$ cat src/rtl/alu_issue_stage.sv
// alu_issue_stage: registered issue stage in front of the RV32 integer ALU.
// Decodes OP / OP-IMM / LUI / AUIPC words into ALU controls and operands,
// flags undecodable words and counts them in a saturating counter.
// A main register plus one skid register lets in_ready come straight from a flop.
// Optional feature macro: ISSUE_BYPASS_EN (writeback forwarding into rs1/rs2 at acceptance).
//
// Handshake: a word moves on the input side when in_valid & in_ready, and on the
// output side when out_valid & out_ready; out_* hold steady while out_valid & ~out_ready,
// and words leave in the order they were accepted.
module alu_issue_stage #(
  parameter int CNT_W = 16,
  parameter int PC_W  = 32
) (
  input  logic             clk,
  input  logic             rst_n,
  input  logic             in_valid,
  output logic             in_ready,
  input  logic [31:0]      in_instr,
  input  logic [PC_W-1:0]  in_pc,
  input  logic [31:0]      in_rs1_data,
  input  logic [31:0]      in_rs2_data,
  input  logic             wb_valid,
  input  logic [4:0]       wb_rd,
  input  logic [31:0]      wb_data,
  output logic             out_valid,
  input  logic             out_ready,
  output logic [31:0]      out_operand1,
  output logic [31:0]      out_operand2,
  output logic [2:0]       out_func3,
  output logic             out_subsra,
  output logic [4:0]       out_rd,
  output logic             out_illegal,
  output logic [CNT_W-1:0] illegal_cnt
);

  localparam logic [6:0] OPC_OP     = 7'b0110011;
  localparam logic [6:0] OPC_OP_IMM = 7'b0010011;
  localparam logic [6:0] OPC_LUI    = 7'b0110111;
  localparam logic [6:0] OPC_AUIPC  = 7'b0010111;
  localparam logic [6:0] F7_ALT     = 7'b0100000;

  typedef struct packed {
    logic [31:0] op1;
    logic [31:0] op2;
    logic [2:0]  func3;
    logic        subsra;
    logic [4:0]  rd;
    logic        illegal;
  } entry_t;

  entry_t      dec;
  entry_t      main_q;
  entry_t      skid_q;
  logic        main_valid;
  logic        skid_valid;
  logic [CNT_W-1:0] cnt_q;
  logic [31:0] rs1_val;
  logic [31:0] rs2_val;
  logic [31:0] pc32;
  logic        in_fire;

  assign pc32    = 32'(in_pc);
  assign in_fire = in_valid & in_ready;

`ifdef ISSUE_BYPASS_EN
  // Forward the writeback value into a source operand that names the same register.
  always_comb begin
    rs1_val = in_rs1_data;
    rs2_val = in_rs2_data;
    if (wb_valid && (wb_rd != 5'd0) && (wb_rd == in_instr[19:15])) rs1_val = wb_data;
    if (wb_valid && (wb_rd != 5'd0) && (wb_rd == in_instr[24:20])) rs2_val = wb_data;
  end
`else
  logic unused_wb;
  assign unused_wb = ^{wb_valid, wb_rd, wb_data};
  assign rs1_val   = in_rs1_data;
  assign rs2_val   = in_rs2_data;
`endif

  // Decode the incoming word into ALU controls; illegal words leave everything zero.
  always_comb begin
    logic [6:0] opc;
    logic [2:0] f3;
    logic [6:0] f7;
    logic       legal;
    opc   = in_instr[6:0];
    f3    = in_instr[14:12];
    f7    = in_instr[31:25];
    legal = 1'b0;
    dec   = '0;
    case (opc)
      OPC_OP: begin
        legal = (f7 == 7'd0) || ((f7 == F7_ALT) && ((f3 == 3'b000) || (f3 == 3'b101)));
        if (legal) begin
          dec.op1    = rs1_val;
          dec.op2    = rs2_val;
          dec.func3  = f3;
          dec.subsra = in_instr[30];
        end
      end
      OPC_OP_IMM: begin
        if (f3 == 3'b001)      legal = (f7 == 7'd0);
        else if (f3 == 3'b101) legal = (f7 == 7'd0) || (f7 == F7_ALT);
        else                   legal = 1'b1;
        if (legal) begin
          dec.op1    = rs1_val;
          dec.op2    = {{20{in_instr[31]}}, in_instr[31:20]};
          dec.func3  = f3;
          dec.subsra = (f3 == 3'b101) ? in_instr[30] : 1'b0;
        end
      end
      OPC_LUI: begin
        legal   = 1'b1;
        dec.op1 = 32'd0;
        dec.op2 = {in_instr[31:12], 12'd0};
      end
      OPC_AUIPC: begin
        legal   = 1'b1;
        dec.op1 = pc32;
        dec.op2 = {in_instr[31:12], 12'd0};
      end
      default: legal = 1'b0;
    endcase
    dec.illegal = ~legal;
    if (legal) dec.rd = in_instr[11:7];
  end

  // Main/skid pipeline: main feeds the ALU, skid catches a word accepted during a stall.
  always_ff @(posedge clk or negedge rst_n) begin
    if (!rst_n) begin
      main_q     <= '0;
      skid_q     <= '0;
      main_valid <= 1'b0;
      skid_valid <= 1'b0;
    end else if (!main_valid || out_ready) begin
      if (skid_valid) begin
        main_q     <= skid_q;
        main_valid <= 1'b1;
        skid_valid <= 1'b0;
      end else if (in_fire) begin
        main_q     <= dec;
        main_valid <= 1'b1;
      end else begin
        main_valid <= 1'b0;
      end
    end else if (in_fire) begin
      skid_q     <= dec;
      skid_valid <= 1'b1;
    end
  end

  // Saturating count of illegal words taken on the input side.
  always_ff @(posedge clk or negedge rst_n) begin
    if (!rst_n) begin
      cnt_q <= '0;
    end else if (in_fire && dec.illegal && (cnt_q != {CNT_W{1'b1}})) begin
      cnt_q <= cnt_q + 1'b1;
    end
  end

  assign in_ready     = ~skid_valid;
  assign out_valid    = main_valid;
  assign out_operand1 = main_q.op1;
  assign out_operand2 = main_q.op2;
  assign out_func3    = main_q.func3;
  assign out_subsra   = main_q.subsra;
  assign out_rd       = main_q.rd;
  assign out_illegal  = main_q.illegal;
  assign illegal_cnt  = cnt_q;

endmodule

$ cat config.mk
export PLATFORM = sky130hd
export DESIGN_NAME = alu_issue_stage
export DESIGN_NICKNAME = d
export VERILOG_FILES = /design/src/rtl/alu_issue_stage.sv
export SDC_FILE = /design/constraint.sdc
export NUM_CORES = 1
export LEC_CHECK = 0
export BUFFER_PORTS_ARGS = -buffer_cell sky130_fd_sc_hd__buf_2
export CAP_MARGIN = 0
export CORE_MARGIN = 4
export CORE_UTILIZATION = 50
export CTS_BUF_LIST = sky130_fd_sc_hd__clkbuf_2
export DETAILED_ROUTE_END_ITERATION = 7
export GPL_TIMING_DRIVEN = 0
export PLACE_DENSITY = 0.9
export SYNTH_ARGS = -nofsm -noshare
export SYNTH_HDL_FRONTEND = slang
export SYNTH_SLANG_ARGS = --single-unit
$ cat constraint.sdc
create_clock -name clk -period 2.7 [get_ports clk]
set_input_delay 0.54 -clock clk [delete_from_list [all_inputs] [get_ports clk]]
set_output_delay 0.54 -clock clk [all_outputs]
set_load 0.01 [all_outputs]
==> results of run 1 <==
## power by group through the flow
stage,clock (mW),sequential (mW),combinational (mW)
after floorplan,0,3.23,0.575
after global placement,0,3.14,1.25
after detailed placement,0,3.17,1.30
after CTS,1.23,3.12,1.42
after global routing,1.32,3.18,1.59
final,1.23,3.14,1.46
## synth_stat cells
library cell / number
a2111o_1: 1
a21oi_1: 40
a221oi_1: 5
a22oi_1: 40
a31o_2: 2
a31oi_1: 68
a32oi_1: 1
and3_1: 10
buf_1: 3
buf_2: 12
clkbuf_1: 48
dfrtp_1: 166
ha_1: 1
inv_1: 4
mux2_2: 1
nand2_1: 135
nand2b_1: 4
nand3_1: 5
nand3b_1: 1
nand4_1: 2
nand4bb_1: 2
nor2_1: 77
nor2_2: 1
nor2b_1: 1
nor3_1: 9
nor3b_1: 1
nor4_1: 9
o211ai_2: 1
o21a_1: 3
o21ai_0: 72
o21ai_1: 15
o22ai_1: 14
o22ai_2: 1
or2_2: 2
or3_1: 35
or4b_1: 1
or4b_2: 1
or4b_4: 1
xnor2_1: 3
xor2_1: 13
## per-stage QoR
stage	hold slack, ns	total power [mW]	utilization
floorplan	0.2444	3.807	-
global placement	0.4554	4.396	0.6060
finish	0.07150	5.835	0.6737
global route	0.0005538	6.093	0.6732
detailed placement	0.4648	4.462	0.6086
CTS	0.0002497	5.763	0.6715
## final cells by class
type,count,area [um^2]
inverters,4,15.01
plain buffers,63,264.0
fillers,1072,4761
multi-input cells,578,3079
diodes,5,12.51
flip-flops and latches,166,4155
repair buffers,295,1869
well taps,184,230.2
clock buffers,19,95.09
clock inverters,13,107.6
## flip-flops by register name, indices dropped and copies added, names as in the netlist
register	flops
illegal_cnt	16
out_func3	3
out_operand2	32
skid_valid	1
out_operand1	32
out_rd	5
out_subsra	1
out_illegal	1
skid_q	74
out_valid	1
## cells in the final DEF (no fill, tap or decap), drive strengths merged, types with 3 or more instances in the layout
cell type / synthesis / final
nor2: 78 / 78
dlygate4sd3: 0 / 72
a22oi: 40 / 40
nor3: 9 / 9
xor2: 13 / 13
clkinvlp: 0 / 3
nor4: 9 / 9
a31oi: 68 / 68
o21ai: 87 / 87
nand3: 5 / 5
dfrtp: 166 / 166
diode: 0 / 5
inv: 4 / 6
and3: 10 / 10
a21oi: 40 / 40
xnor2: 3 / 3
a221oi: 5 / 5
nand2: 135 / 135
clkinv: 0 / 7
or4b: 3 / 3
buf: 15 / 238
o22ai: 15 / 15
nand2b: 4 / 4
clkbuf: 48 / 67
o21a: 3 / 3
or3: 35 / 35
## routing by layer
layer | vias up | share of wire | track usage | wire [um]
li1 | 3546 | - | - | -
met1 | 3822 | 0.37 | 0.4063 | 9786
met2 | 609 | 0.47 | 0.4852 | 12310
met3 | 140 | 0.11 | 0.07480 | 2776
met4 | 2 | 0.055 | 0.1664 | 1437
met5 | - | 0.00049 | 0 | 13
## repair_timing
item / CTS / global route
gates resized for setup: 4 / 11
endpoints found under the hold margin: 141 / 1
setup endpoints to repair: 1 / 23
hold buffers: 71 / 1
## critical path, cell delays in order
cell and delay (ns):
buf_2 0.11, nand4bb_1 0.19, or2_2 0.28, clkbuf_1 0.18
nor2_1 0.56, clkbuf_1 0.46, nand2_1 0.19, a31oi_1 0.20
dlygate4sd3_1 0.58
## final timing paths
path / cells after the start / to
setup reg to reg: 7 / skid_q[35]
hold reg to reg: 2 / skid_q[1]
min in group asynchronous: 2 / out_operand1[16]
hold / removal: 3 / skid_q[52]
max in group asynchronous: 3 / skid_q[20]
setup / recovery: 9 / out_operand1[5]
## cell families after synthesis
logic type	count (synthesis)
and+or+nand+nor	297
AOI/OAI and AO/OA	263
DFF	166
buffers and inverters	67
xor gates and xnor gates	16
muxes	1
adders and majority gates	1
==> flow_summary.ini, run 1 <==
[run_status]
status = complete, no violations

[hold_path]
holdCritStartpoint = in_pc[10]
hold_class = in -> reg

[placed_design]
place_inst = 1218
place_congestion = 0.9771
dpl_worst_slack_ns = -0.1406
place_area_mm2 = 0.008879
dp_hpwl_um = 17520
port_buffers = 222

[sta]
slew_viol_final = 0
skew_ns = 0.02753
period_share = 0.9689
finalHoldViolCount = 0
setup_violations = 0
slew_headroom = 0.4889
fin_crit_ns = 2.616
worst_pin_slew_ns = 0.7597
setup_ws_ns = 0.08390
rsz0062_at_grt = no
fmax_mhz = 382.2
fin_tns_setup_ns = 0

[clocking]
htreeDepth = 4
cts_tree = done
insertion_delay_ns = 0.75
clockBufferDepth = 2
cts_setup_buffers = 0
cts_buffers = 17
root_buffer = clkbuf_2
path_clk_slew_ns = 0.24
clock-sinks = 166

[yosys]
synth_area_leaders = dfrtp_1 (55%), nand2_1 (6.8%), a31oi_1 (5.7%)
ys_seq_area_frac = 0.5539
synthAdderAreaFrac = 0.001668
synth_top_area_share = 0.5539
synthSimpleGateAreaFrac = 0.1783
syn_avg_cell_area_um2 = 9.247
synth_compound_area_frac = 0.2104
synthCells = 811
synth_cell_type_count = 40
synth_seq_cells = 166
netlist.top_cell.by_area = dfrtp_1
synth_mux_area_frac = 0.001502
netlist_area_mm2 = 0.007500
synthXorXnorAreaFrac = 0.01869
synth_nets = 982
yosysWarnings = 0
synth_top_family_by_area = compound AO/OA/AOI/OAI gates

[global_route]
grt_max_degree = 92
grt_pass1_wl_um = 41010
antenna_found_initial = 3
grt_use_total = 0.3116
first_global_vias = 7862
grt_overflow = 0

[critical_path]
cp-start-kind = primary input
arrival_ns = 3.30
end_kind = register
critPathRequiredTime_ns = 3.38
r2r_slack_ns = 0.14
startpoint = in_instr[3]
critical_path.max_fanout = 10
crit-reg2reg-launch = skid_valid
crit_type = in -> reg

[job]
cap_violations = 0

[route]
first_pass_iters = 6
routedWlPerCell_um = 19.84
drt_wl_total_um = 26330
initialDrtViolationCount = 961
viasPerCell = 6.118
drc = 0
drt.antenna.violating_nets = 0
vias = 8119

[final_layout]
fin_cells = 1327
syn_to_final_growth_pct = 31.05
drive_gt1_frac = 0.2469
nets = 1296
final_cell_area_mm2 = 0.009828

[power]
combPwrFrac = 0.251
p_int_mw = 3.837
p_leak_nw = 4.476
vdd_drop_max_mv = 0.3413
powerDensity_mw_per_mm2 = 593.7
power.share.sequential = 0.539
p_switching_mw = 1.999
swShare = 0.3425
clockPowerShare = 0.210

[floorplanning]
start_util = 0.5141
die_w_um = 130.5
dieArea_mm2 = 0.01702
dieHeight_um = 130.5
core-area_mm2 = 0.01459
ios = 262
rows = 44
(Power assumes the default switching activity.)
==> inputs of run 2 (changes only) <==
BUFFER_PORTS_ARGS = not set   (was -buffer_cell sky130_fd_sc_hd__buf_2)
DONT_BUFFER_PORTS = 1   (was not set)
PLACE_DENSITY = 0.75   (was 0.9)
SETUP_SLACK_MARGIN = 0.1   (was not set)
TNS_END_PERCENT = 30   (was not set)
==> flow_summary.ini, run 2 (synthesized netlist as in run 1, its figures left out) <==
[sta]
slew_viol_final = 0
skew_ns = 0.03620
worst_pin_slew_ns = 0.7513
hold_ws_ns = -0.5744
rsz0062_at_grt = yes
setup_violations = 0
fmax_mhz = 401.6
slew_headroom = 0.4945
period_share = 0.9223
setup_ws_ns = 0.2098
finalHoldViolCount = 166
fin_crit_ns = 2.490

[route]
vias = 7072
drt_wl_total_um = 24570
first_pass_iters = 5
initialDrtViolationCount = 752
routedWlPerCell_um = 21.80
drc = 0
drt.antenna.violating_nets = 0
viasPerCell = 6.275

[placed_design]
place_area_mm2 = 0.007730
dp_hpwl_um = 16250
port_buffers = 0
place_congestion = 0.9169
dpl_worst_slack_ns = -0.1189
place_inst = 995

[clocking]
insertion_delay_ns = 0.76
cts_buffers = 17
clock-sinks = 166
root_buffer = clkbuf_2
path_clk_slew_ns = 0.24
cts_setup_buffers = 0
cts_tree = done
htreeDepth = 4
clockBufferDepth = 2

[power]
vdd_drop_max_mv = 0.3762
total_power_mw = 5.499
combPwrFrac = 0.160
clockPowerShare = 0.239
powerDensity_mw_per_mm2 = 614.7
power.share.sequential = 0.602
swShare = 0.3273
p_int_mw = 3.699
p_leak_nw = 3.641
p_switching_mw = 1.800

[floorplanning]
dieArea_mm2 = 0.01702
rows = 44
start_util = 0.5141
ios = 262
die_w_um = 130.5
core-area_mm2 = 0.01459
dieHeight_um = 130.5

[critical_path]
cp_cell_sequence = inv_2, clkbuf_2, clkbuf_2
crit_type = reg -> out
crit_path_frequent_cell = clkbuf_2
crit_slowest_cell = dfrtp_1
cp-start-kind = register
critPathTopFamily = buffers and inverters
arrival_ns = 1.95
critPathRequiredTime_ns = 2.16
cp_num_buf_inv = 3
r2r_cells = 7
end_kind = output pin
path_depth = 3
slowest_delay_ns = 0.49
critical_path.max_fanout = 10

[final_layout]
final_cell_mix = dfrtp_1 (166), nand2_1 (135), dlygate4sd3_1 (97)
drive_gt1_frac = 0.06170
fin_cells = 1127
final_cell_area_mm2 = 0.008946
largest_reg_flops = 74
syn_to_final_growth_pct = 19.29
nets = 1098
final_common_cell = dfrtp_1
fillers = 1233
fin_util = 0.6132
largest-register = skid_q

[hold_path]
hold_class = in -> async

[global_route]
grt_max_degree = 167
first_global_vias = 6905
grt_pass1_wl_um = 37490
grt_use_total = 0.2866
grt_overflow = 0
antenna_found_initial = 2

[run_status]
violations = negative hold slack
status = finished with violations

[job]
cap_violations = 0
==> run 2: changes by cell type in the layout (fill, tap and decap cells not counted), moves of 2 or more <==
cell / previous run / this run
clkinv_2: 1 / 3
clkinvlp_4: 3 / 1
diode_2: 5 / 3
dlygate4sd3_1: 72 / 97
buf_2: 233 / 12
==> run 2: worst register-to-register path, stage by stage, from the launching register on <==
cell	delay (ns)
dfrtp_1	0.46
nand2b_1	0.23
o21ai_0	0.16
clkbuf_1	0.28
nor2_2	0.23
clkbuf_4	0.28
a31oi_1	0.11
dlygate4sd3_1	0.56
==> run 2: final cells by class <==
cell class                 count  area (um^2)  area share
antenna                        3        7.507   0.0008392
clock buffer                  19        95.09     0.01063
sequential                   166         4154      0.4643
clock inverter                13        131.4     0.01469
tap                          184        230.2     0.02573
inverter                       4        15.01    0.001678
timing repair buffer          97        970.9      0.1085
multi-input combinational    578         3082      0.3445
buffer                        63        260.3     0.02909
==> run 2: path summary, 6_finish.rpt <==
kind / to / slack (ns) / startpoint
min in group clk: skid_q[11] / 0.04 / in_rs2_data[1]
max reg2reg: out_operand1[0] / 0.32 / out_valid
min: out_operand2[6] / -0.57 / rst_n
max: in_ready / 0.21 / skid_valid
max in group asynchronous: skid_q[47] / 2.99 / rst_n
min reg2reg: skid_q[1] / 0.51 / skid_q[1]
==> run 2: power by group through the flow <==
stage                     clock, mW  sequential (mW)  combinational (mW)
final                          1.31             3.31               0.878
after global routing           1.42             3.35               0.984
after CTS                      1.33             3.30               0.860
after detailed placement          0             3.35               0.743
after global placement            0             3.34               0.717
after floorplan                   0             3.23               0.575
==> run 2: routing by layer <==
| metal | GRT usage | share of wire |
|---|---|---|
| met5 | 0 | 0 |
| met3 | 0.1020 | 0.11 |
| met1 | 0.3785 | 0.41 |
| met4 | 0.1258 | 0.038 |
| met2 | 0.4294 | 0.45 |
==> run 2: what timing repair did <==
| item | in CTS | in global routing |
|---|---|---|
| hold endpoints to repair | 268 | 167 |
| hold buffers | 96 | 1 |
| gates resized for setup | 3 | 8 |
| setup endpoints to repair | 11 | 54 |
==> run 2: per-stage QoR <==
step / setup TNS (ns) / hold slack [ns]
after floorplan: 0 / 0.2444
after global placement: -0.3586 / 0.2492
after detailed placement: -1.075 / 0.2488
after CTS: 0 / -0.6238
after global routing: 0 / -0.6423
final: 0 / -0.5744
==> inputs of run 3 (changes only) <==
PLACE_DENSITY = not set   (was 0.75)
==> flow_summary.ini, run 3 (synthesized netlist as in run 1, its figures left out) <==
[clocking]
htreeDepth = 4
root_buffer = clkbuf_2
clock-sinks = 166
cts_buffers = 17
path_clk_slew_ns = 0.23
cts_setup_buffers = 0
insertion_delay_ns = 0.73
cts_tree = done
clockBufferDepth = 2

[critical_path]
r2r_slack_ns = 0.17
cp-start-kind = primary input
crit-reg2reg-launch = out_valid
crit_type = in -> reg
r2r_end = out_operand1[3]
arrival_ns = 3.25
end_kind = register
critical_path.max_fanout = 10
critPathRequiredTime_ns = 3.39
r2r_cells = 6

[hold_path]
hold_class = in -> async

[final_layout]
final_common_cell = dfrtp_1
final_cell_area_mm2 = 0.009021
nets = 1106
drive_gt1_frac = 0.05913
final_cell_mix = dfrtp_1 (166), nand2_1 (135), dlygate4sd3_1 (105)
largest_reg_flops = 74
largest-register = skid_q
syn_to_final_growth_pct = 20.29

[global_route]
grt_use_met3 = 0.08049
grt_overflow = 0
met2_usage = 0.4406
antenna_found_initial = 1
busiest_layer = met2
grt.met1_usage = 0.3866
first_global_vias = 6981
grt_max_degree = 167
grt_pass1_wl_um = 37690
grt_use_total = 0.2859

[sta]
setup_ws_ns = 0.1375
rsz0062_at_grt = yes
skew_ns = 0.02323
worst_pin_slew_ns = 0.8780
slew_viol_final = 0
fin_crit_ns = 2.562
hold_ws_ns = -0.5424
period_share = 0.9491
slew_headroom = 0.4093
finalHoldViolCount = 166
fmax_mhz = 390.2
fin_tns_setup_ns = 0
setup_violations = 0

[run_status]
status = finished with violations
violations = negative hold slack

[power]
p_leak_nw = 3.679
powerDensity_mw_per_mm2 = 617.2
vdd_drop_max_mv = 0.3438

[floorplanning]
ios = 262
start_util = 0.5141
die_w_um = 130.5
dieArea_mm2 = 0.01702
rows = 44
dieHeight_um = 130.5
core-area_mm2 = 0.01459

[route]
first_pass_iters = 5
drt.antenna.violating_nets = 0
viasPerCell = 6.167
initialDrtViolationCount = 623
vias = 6981
drc = 0
routedWlPerCell_um = 21.46
drt_wl_total_um = 24290

[placed_design]
dpl_worst_slack_ns = -0.06894
place_area_mm2 = 0.007730
place_congestion = 0.8745
port_buffers = 0
dp_hpwl_um = 16640

[job]
cap_violations = 0
## run 3: cell types whose count changed in the layout (fill, tap and decap cells not counted), sizes merged
cell / delta
clkinvlp: +1
diode: -2
bufinv: +1
clkinv: -1
buf: +1
dlygate4sd3: +8
inv: -2
clkbuf: -1
## run 3: per-stage QoR
step | hold WS (ns) | util | total power, mW | instances
2_1_floorplan | 0.2444 | - | 3.807 | 811
3_3_place_gp | 0.2492 | 0.5298 | 4.065 | 995
3_5_place_dp | 0.2510 | 0.5298 | 4.109 | 995
4_1_cts | -0.6137 | 0.6153 | 5.581 | 1127
5_1_grt | -0.6463 | 0.6184 | 5.859 | 1132
6_report | -0.5424 | 0.6184 | 5.568 | 1132
## run 3: routing by layer
layer | part of all wire | vias up | wire [um]
met3 | 0.090 | 51 | 2195
met1 | 0.41 | 3443 | 10060
li1 | - | 3167 | -
met5 | 0 | - | 0
met4 | 0.028 | 0 | 683
met2 | 0.47 | 320 | 11350
## run 3: power breakdown
group / switching (mW) / internal, mW
combinational: 0.496 / 0.415
clock: 0.843 / 0.502
sequential: 0.436 / 2.88
total: 1.78 / 3.79
## run 3: final cells by class
| class | instances | area [um^2] |
|---|---|---|
| fill | 1267 | 5568 |
| sequential | 166 | 4154 |
| multi-input combinational | 578 | 3079 |
| timing repair buffer | 105 | 1051 |
| buffer | 63 | 257.7 |
| tap | 184 | 230.2 |
| clock inverter | 12 | 136.4 |
| clock buffer | 19 | 95.09 |
| inverter | 4 | 15.01 |
| antenna | 1 | 2.502 |
## run 3: how the worst max path moves through the flow
stage | depth (start not counted) | startpoint | end
finish | 7 | in_instr[26] | skid_q[27]
global route | 7 | out_valid | out_operand1[1]
global placement | 7 | out_ready | out_operand1[30]
CTS | 7 | out_valid | out_operand1[5]
floorplan | 5 | in_instr[6] | out_subsra
detailed placement | 7 | out_ready | out_operand1[27]
## run 3: critical path, cell delays in order
cell and delay (ns):
nor4_1 0.75, nand4bb_1 0.31, nor2_1 0.35, buf_2 0.36, a22oi_1 0.16, dlygate4sd3_1 0.63, a21oi_1 0.14
## run 3: timing repair
action	CTS	global route
endpoints found under the setup margin	15	36
hold endpoints to repair	268	170
pin swaps	0	0
hold buffers	101	4
gates resized for setup	4	5
